===== config.mk =====
export PLATFORM = sky130hd
export DESIGN_NAME = axi_lite_ar_arbiter
export DESIGN_NICKNAME = d
export VERILOG_FILES = /design/src/rtl/axi_lite_ar_arbiter.sv
export SDC_FILE = /design/constraint.sdc
export NUM_CORES = 1
export LEC_CHECK = 0
export ABC_CLOCK_PERIOD_IN_PS = 3100
export BUFFER_PORTS_ARGS = -buffer_cell sky130_fd_sc_hd__buf_2
export CORE_ASPECT_RATIO = 1.25
export CORE_MARGIN = 4
export CORE_UTILIZATION = 53
export CTS_BUF_LIST = sky130_fd_sc_hd__clkbuf_2 sky130_fd_sc_hd__clkbuf_4 sky130_fd_sc_hd__clkbuf_8
export DETAILED_ROUTE_END_ITERATION = 16
export GPL_ROUTABILITY_DRIVEN = 0
export MAX_ROUTING_LAYER = met4
export PLACE_DENSITY = 0.95
export SLEW_MARGIN = 20
export SYNTH_ARGS = -nofsm -noshare
export SYNTH_HDL_FRONTEND = slang
export SYNTH_SLANG_ARGS = --single-unit

===== constraint.sdc =====
create_clock -name clock -period 3.1 [get_ports clock]
set_input_delay 0.465 -clock clock [delete_from_list [all_inputs] [get_ports clock]]
set_output_delay 0.465 -clock clock [all_outputs]
set_load 0.01 [all_outputs]

===== src/rtl/axi_lite_ar_arbiter.sv =====
// N-to-1 AXI-lite AR arbiter: round-robin grant, registered output slot, grant-order FIFO for R routing.
// Optional AXI_LITE_AR_ARB_PRIO_EN adds s_arprio; prio-flagged valid masters then win over the rest.
module axi_lite_ar_arbiter #(
  parameter int NUM_MASTERS      = 4,
  parameter int AXI_ARADDR_WIDTH = 8,
  parameter int MAX_OUTSTANDING  = 4,
  parameter int IDX_W            = $clog2(NUM_MASTERS)
) (
  input  logic                                    clock,
  input  logic                                    reset,
  input  logic [NUM_MASTERS-1:0]                  s_arvalid,
  output logic [NUM_MASTERS-1:0]                  s_arready,
  input  logic [NUM_MASTERS*AXI_ARADDR_WIDTH-1:0] s_araddr,
  input  logic [NUM_MASTERS*3-1:0]                s_arprot,
`ifdef AXI_LITE_AR_ARB_PRIO_EN
  input  logic [NUM_MASTERS-1:0]                  s_arprio,
`endif
  output logic                                    m_arvalid,
  input  logic                                    m_arready,
  output logic [AXI_ARADDR_WIDTH-1:0]             m_araddr,
  output logic [2:0]                              m_arprot,
  output logic [IDX_W-1:0]                        rsp_id,
  output logic                                    rsp_id_valid,
  input  logic                                    rsp_pop,
  output logic [$clog2(MAX_OUTSTANDING+1)-1:0]    outstanding,
  output logic                                    err_underflow
);
  localparam int CNT_W = $clog2(MAX_OUTSTANDING+1);
  localparam int PTR_W = (MAX_OUTSTANDING > 1) ? $clog2(MAX_OUTSTANDING) : 1;

  logic                        mvalid_q;
  logic [AXI_ARADDR_WIDTH-1:0] maddr_q;
  logic [2:0]                  mprot_q;
  logic [IDX_W-1:0]            last_q;
  logic [IDX_W-1:0]            mem_q [MAX_OUTSTANDING];
  logic [PTR_W-1:0]            wptr_q, rptr_q;
  logic [CNT_W-1:0]            cnt_q, cnt_d;
  logic                        err_q;

  logic [NUM_MASTERS-1:0] elig;
  logic [IDX_W-1:0]       win, cand;
  logic                   found, slot_free, fifo_ok, accept, pop_ok;

`ifdef AXI_LITE_AR_ARB_PRIO_EN
  assign elig = |(s_arvalid & s_arprio) ? (s_arvalid & s_arprio) : s_arvalid;
`else
  assign elig = s_arvalid;
`endif

  assign slot_free = !mvalid_q || m_arready;
  assign fifo_ok   = (cnt_q < CNT_W'(MAX_OUTSTANDING)) || rsp_pop;
  // Upstream ready is held low while reset is asserted, even though state is already cleared.
  assign accept    = !reset && slot_free && fifo_ok && |elig;
  assign pop_ok    = rsp_pop && (cnt_q != '0);

  always_comb begin
    win   = last_q;
    found = 1'b0;
    cand  = '0;
    for (int off = 1; off <= NUM_MASTERS; off++) begin
      cand = IDX_W'((int'(last_q) + off) % NUM_MASTERS);
      if (!found && elig[cand]) begin
        win   = cand;
        found = 1'b1;
      end
    end
  end

  always_comb begin
    s_arready = '0;
    if (accept) s_arready[win] = 1'b1;
  end

  always_comb begin
    cnt_d = cnt_q;
    unique case ({accept, pop_ok})
      2'b10:   cnt_d = cnt_q + CNT_W'(1);
      2'b01:   cnt_d = cnt_q - CNT_W'(1);
      default: cnt_d = cnt_q;
    endcase
  end

  function automatic logic [PTR_W-1:0] ptr_inc(input logic [PTR_W-1:0] p);
    return (p == PTR_W'(MAX_OUTSTANDING-1)) ? '0 : p + 1'b1;
  endfunction

  always_ff @(posedge clock or posedge reset) begin
    if (reset) begin
      mvalid_q <= 1'b0;
      maddr_q  <= '0;
      mprot_q  <= '0;
      last_q   <= '0;
      mem_q    <= '{default: '0};
      wptr_q   <= '0;
      rptr_q   <= '0;
      cnt_q    <= '0;
      err_q    <= 1'b0;
    end else begin
      if (accept) begin
        mvalid_q       <= 1'b1;
        maddr_q        <= s_araddr[win*AXI_ARADDR_WIDTH +: AXI_ARADDR_WIDTH];
        mprot_q        <= s_arprot[win*3 +: 3];
        last_q         <= win;
        mem_q[wptr_q]  <= win;
        wptr_q         <= ptr_inc(wptr_q);
      end else if (slot_free) begin
        mvalid_q <= 1'b0;
      end
      if (pop_ok) rptr_q <= ptr_inc(rptr_q);
      if (rsp_pop && cnt_q == '0) err_q <= 1'b1;
      cnt_q <= cnt_d;
    end
  end

  assign m_arvalid     = mvalid_q;
  assign m_araddr      = maddr_q;
  assign m_arprot      = mprot_q;
  assign rsp_id_valid  = (cnt_q != '0);
  // Head entry is masked when empty so the index reads 0 after reset.
  assign rsp_id        = rsp_id_valid ? mem_q[rptr_q] : '0;
  assign outstanding   = cnt_q;
  assign err_underflow = err_q;
endmodule


# Word-level counts from Yosys, hierarchy flattened
# Cells that the tools add are included.
[word_totals]
register_bits = 30
inputBits = 52
word_cells = 91
[classes]
add_sub_neg = 8
mul = 1
order_cmp = 10
eq_ne = 4
shift = 2
mux = 30
bitwise_logic = 2
n_reduce_logical = 22
[op_table]
columns = ["cell", "count"]
rows = [
  ["$shiftx A32 B6 Y8", 1],
  ["$mux W2", 10],
  ["$lt A2 B3 Y1 const B", 5],
  ["$shiftx A12 B5 Y3", 1],
  ["$logic_and A1 B1 Y1", 10],
  ["$mux W1", 10],
  ["$add A2 B1 Y2 const B", 4],
  ["$bmux W1 S2", 4],
  ["$bwmux W8", 1],
  ["$eq A2 B2 Y1 const B", 3],
  ["$ge A3 B3 Y1 const B", 2],
  ["$not A2 Y3", 2],
  ["$pmux W3 S2", 1],
  ["$logic_not A1 Y1", 5],
  ["$add A2 B2 Y2 const B", 2],
  ["$bmux W2 S2", 1],
  ["$demux W2 S2", 1],
  ["$mul A2 B2 Y4 const B", 1],
  ["$mux W4", 1],
  ["$reduce_bool A2 Y1", 2],
  ["$reduce_or A4 Y1", 1],
  ["$add A3 B1 Y3 const B", 1],
  ["$logic_not A3 Y1", 1],
  ["$lt A3 B1 Y1 const B", 1],
  ["7 further kinds", 8],
]

# Logic depth before layout (Yosys ltp)
[depth]
depth_word = 18
ltp_mapped = 11
mapped_depth_nobuf = 10

# Least setup slack after synthesis
# No wires, ideal clock.
[synth_path]
path_type = "input to register"
start = "input s_arvalid[0]"
end = "register cnt_q[2] (netlist: outstanding[2])"
setup_time_ns = 0.079
t_arrival_ns = 2.268
slack_ns = 0.753
path_stages = 11
cell_sequence = "nor2_2 -> a221o_1 -> nor2b_2 -> inv_2 -> clkbuf_1 -> ha_1 -> inv_1 -> fa_1 -> xor2_1 -> nor2_1 -> xor2_1"
[synth_between]
elab_chain_cells = 4
[synth_rtl]
columns = ["item", "line_no", "source"]
rows = [
  ["start: declaration", "11", "input logic [NUM_MASTERS-1:0] s_arvalid,"],
  ["$reduce_or A4 Y1 (*)", "53", "assign accept = !reset && slot_free && fifo_ok && |elig;"],
  ["$logic_and A1 B1 Y1 (*)", "53", ""],
  ["$eq A2 B1 Y1 / $eq A2 B2 Y1 (equally long branches)", "76", "unique case ({accept, pop_ok})"],
  ["$pmux W3 S2 / $reduce_bool A2 Y1 (equally long branches)", "-", ""],
  ["end signal: assignment", "111", "cnt_q <= cnt_d;"],
  ["end: declaration", "37", "logic [CNT_W-1:0] cnt_q, cnt_d;"],
]
# Mark *: on every way between the ends. The rest lies on a longest branch, timed or not.
# A chain may end at the register's enable or synchronous reset.

# Worst setup path in the final report
[layout_path]
start = "register cnt_q[2] (netlist: outstanding[2])"
end = "output s_arready[0]"
[layout_between]
elab_chain_cells = 5
[layout_rtl]
columns = ["item", "line_no", "source"]
rows = [
  ["$lt A3 B3 Y1", "51", "assign fifo_ok = (cnt_q < CNT_W'(MAX_OUTSTANDING)) || rsp_pop;"],
  ["$logic_or A1 B1 Y1", "51", ""],
  ["$logic_and A1 B1 Y1 (2 in a row)", "53", ""],
  ["$mux W4", "71", "if (accept) s_arready[win] = 1'b1;"],
  ["end: declaration", "12", "output logic [NUM_MASTERS-1:0] s_arready,"],
]
# Every way passes these cells.

==> results.sh <==
export IMPL_grt_ovfl_total=0
export IMPL_power_leakage_nw=1.144
export IMPL_core_region_area_sq_mm=0.003223
export IMPL_ys_types=40
export IMPL_io_buffer_count=74
export IMPL_skew_ns=0.004853
export IMPL_crit_fanout=32
export IMPL_synthCells=171
export IMPL_grt_antenna_before_repair=0
export IMPL_std_cell_rows=23
export IMPL_worst_pin_slew_ns=0.6161
export IMPL_worstSkewPairLatency_ns=0.29
export IMPL_wl_per_cell_um=17.92
export IMPL_drt_wl_total_um=5089
export IMPL_r2r_start="last_q[0]"
export IMPL_cts_hold_buffers=0
export IMPL_grt_pass1_vias=1642
export IMPL_critPathLaunch="outstanding[2]"
export IMPL_hold_viol=0
export IMPL_drt_initial_drc_count=79
export IMPL_cp_endpoint="s_arready[0]"
export IMPL_syn_area_per_cell_sq_um=10.51
export IMPL_slew_violations=0
export IMPL_maxSlewHeadroom_pct=58.78
export IMPL_dr_pass1_iters=4
export IMPL_clkTransAtPathRegs_ns=0.06
export IMPL_setup_viol=0
export IMPL_timing_fmax_mhz=385.5
export IMPL_end_kind="output port"
export IMPL_hold_path_class="in -> async"
export IMPL_async_flop_share_pct=100.0
export IMPL_yosysSeqAreaShare_pct=41.78
export IMPL_crit_required_ns=2.63
export IMPL_vias=1707
export IMPL_synth_top_area_cell="dfrtp_1"
export IMPL_drtAntennaViolNets=0
export IMPL_remaining_drc_errors=0
export IMPL_syn_nets=230
export IMPL_synth_top_cell_area_share_pct=41.78
export IMPL_antennaDiodeCount=0
export IMPL_clkSinkCount=30
export IMPL_ios=75
export IMPL_rsz0062_at_grt="false"
export IMPL_die_w_um=60.08
export IMPL_layout_cells_non_filler=284
export IMPL_ys_seq_elements=30
export IMPL_hpwl_um=3787
export IMPL_drive_gt1_share_pct=44.53
export IMPL_syn_area_sq_mm=0.001797
export IMPL_worstPathArrival_ns=2.13
export IMPL_dieArea_sq_mm=0.004391
export IMPL_htreeDepth=2
export IMPL_cts_tree="done"
export IMPL_tns_ns=0
export IMPL_min_period_ns=2.594
export IMPL_slowest_stage="dfrtp_1"
export IMPL_synth_edf_count=0
export IMPL_power_w=0.002175
export IMPL_cts_resized=0
export IMPL_die_height_um=73.10
export IMPL_synth_warnings=0
export IMPL_routed_via_density=6.011
export IMPL_start_util_pct=55.75
export IMPL_power_density_mw_per_mm2=951.4
export IMPL_r2r_setup_slack_ns=0.93
export IMPL_r2r_cells=6
export IMPL_synth_common_cells="30 x dfrtp_1, 22 x nand4_1, 21 x nand2_1, 12 x mux2i_1, 9 x mux2_2"
export IMPL_dp_cells=276
export IMPL_vdd_ir_drop_max_uv=622.6
export IMPL_yosysMostFrequentCell="dfrtp_1"
export IMPL_finalCritPeriodShare_pct=83.68
export IMPL_grt_first_pass_wirelength_um=7686
export IMPL_grt_max_degree=33
export IMPL_clock_root_buffer="clkbuf_8"
export IMPL_cts_made_buffers=5
export IMPL_crit_chain="a221o_1 -> nor2b_2 -> buf_4 -> nand2_1 -> nor2_1 -> buf_2"
export IMPL_ys_flop_type="dfrtp_1"
export IMPL_critical_path_class="reg -> out"
export IMPL_clk_path_buf_depth=2
export IMPL_cts_setup_buffers=0
export IMPL_area_growth_syn_to_layout_pct=27.23
export IMPL_slowest_delay_ns=0.42
export IMPL_status="finished clean"
export IMPL_num_nets_final=305
export IMPL_synth_area_leaders="dfrtp_1 42%, nand4_1 7.7%, mux2i_1 6.7%"
export IMPL_reg2reg_to="m_arprot[1]"
export IMPL_grt_use_total_pct=24.86
export IMPL_worstSetupStartpointType="flop"
export IMPL_drv_cap=0
-- cell families after synthesis --
kind of cell | count (synthesis) | share of synthesized area (%)
and+or+nand+nor | 65 | 18.94
AOI/OAI and AO/OA | 23 | 12.67
buffers and inverters | 20 | 5.014
muxes | 23 | 14.83
xor gates and xnor gates | 3 | 1.463
adders and majority gates | 7 | 5.292
DFF | 30 | 41.78
-- worst min path at each step --
stage,start,to,slack (ns),depth (start not counted)
2_1_floorplan,mem_q[2],mem_q[2],0.47,1
3_3_place_gp,err_underflow,err_underflow,0.46,1
3_5_place_dp,err_underflow,err_underflow,0.46,1
4_1_cts,s_araddr[11],m_araddr[3],0.45,3
5_1_grt,reset,mem_q[1],0.32,2
6_report,reset,outstanding[0],0.27,2
-- report_power, final --
| group | internal, W | leakage [nW] | switching, W |
|---|---|---|---|
| Sequential | 0.000584 | 0.360 | 0.000155 |
| Clock | 0.000187 | 0.0517 | 0.000147 |
| Combinational | 0.000494 | 0.732 | 0.000607 |
-- through the flow --
| stage | cell area (sq um) | hold slack (ns) | setup WS, ns | utilization, % |
|---|---|---|---|---|
| global placement | 2191 | 0.4622 | 0.7046 | 67.97 |
| CTS | 2286 | 0.4494 | 0.5244 | 70.92 |
| finish | 2286 | 0.2716 | 0.5058 | 70.92 |
| global route | 2286 | 0.3235 | 0.3881 | 70.92 |
| floorplan | 1797 | 0.4738 | 0.7532 | - |
| detailed placement | 2191 | 0.4621 | 0.6448 | 67.97 |
-- per-layer routing --
metal	GRT usage, %	part of all wire (%)
met1	27.85	36
met2	40.75	54
met3	6.549	5.9
met4	11.33	4.4
met5	-	0
-- critical path, delay by kind of cell, from the launching register on --
family | cells | cell delay [ns]
DFF | 1 | 0.42
AOI/OAI and AO/OA | 1 | 0.35
and+or+nand+nor | 3 | 0.57
buffers and inverters | 2 | 0.50
-- layout by cell type, fill, tap and decap left out, drive strengths merged, types with 2 or more instances in the layout --
cell and count:
buf 78, dfrtp 30, nand4 22, nand2 21
mux2i 12, o2111ai 11, mux2 9, nor2 9
inv 9, clkbuf 7, ha 6, o21ai 3
nand2b 2, nor2b 2, a21o 2, or3 2
xor2 2, mux4 2, and2 2, a221o 2
or2 2, a21oi 2, clkinv 2
-- layout make-up --
class,count,area [sq um]
inverter,10,37.54
clock buffer,7,90.09
tap,37,46.29
sequential,30,750.7
timing repair buffer,78,400.4
multi-input combinational,121,955.9
clock inverter,1,5.005
fill,246,937.1
-- sequential cells by signal (all words and copies together), names as in the netlist --
register,flops
mem_q,8
m_arprot,3
m_arvalid,1
outstanding,3
m_araddr,8
rptr_q,2
wptr_q,2
err_underflow,1
last_q,2
Note: power is estimated with default switching activity, not from simulation.
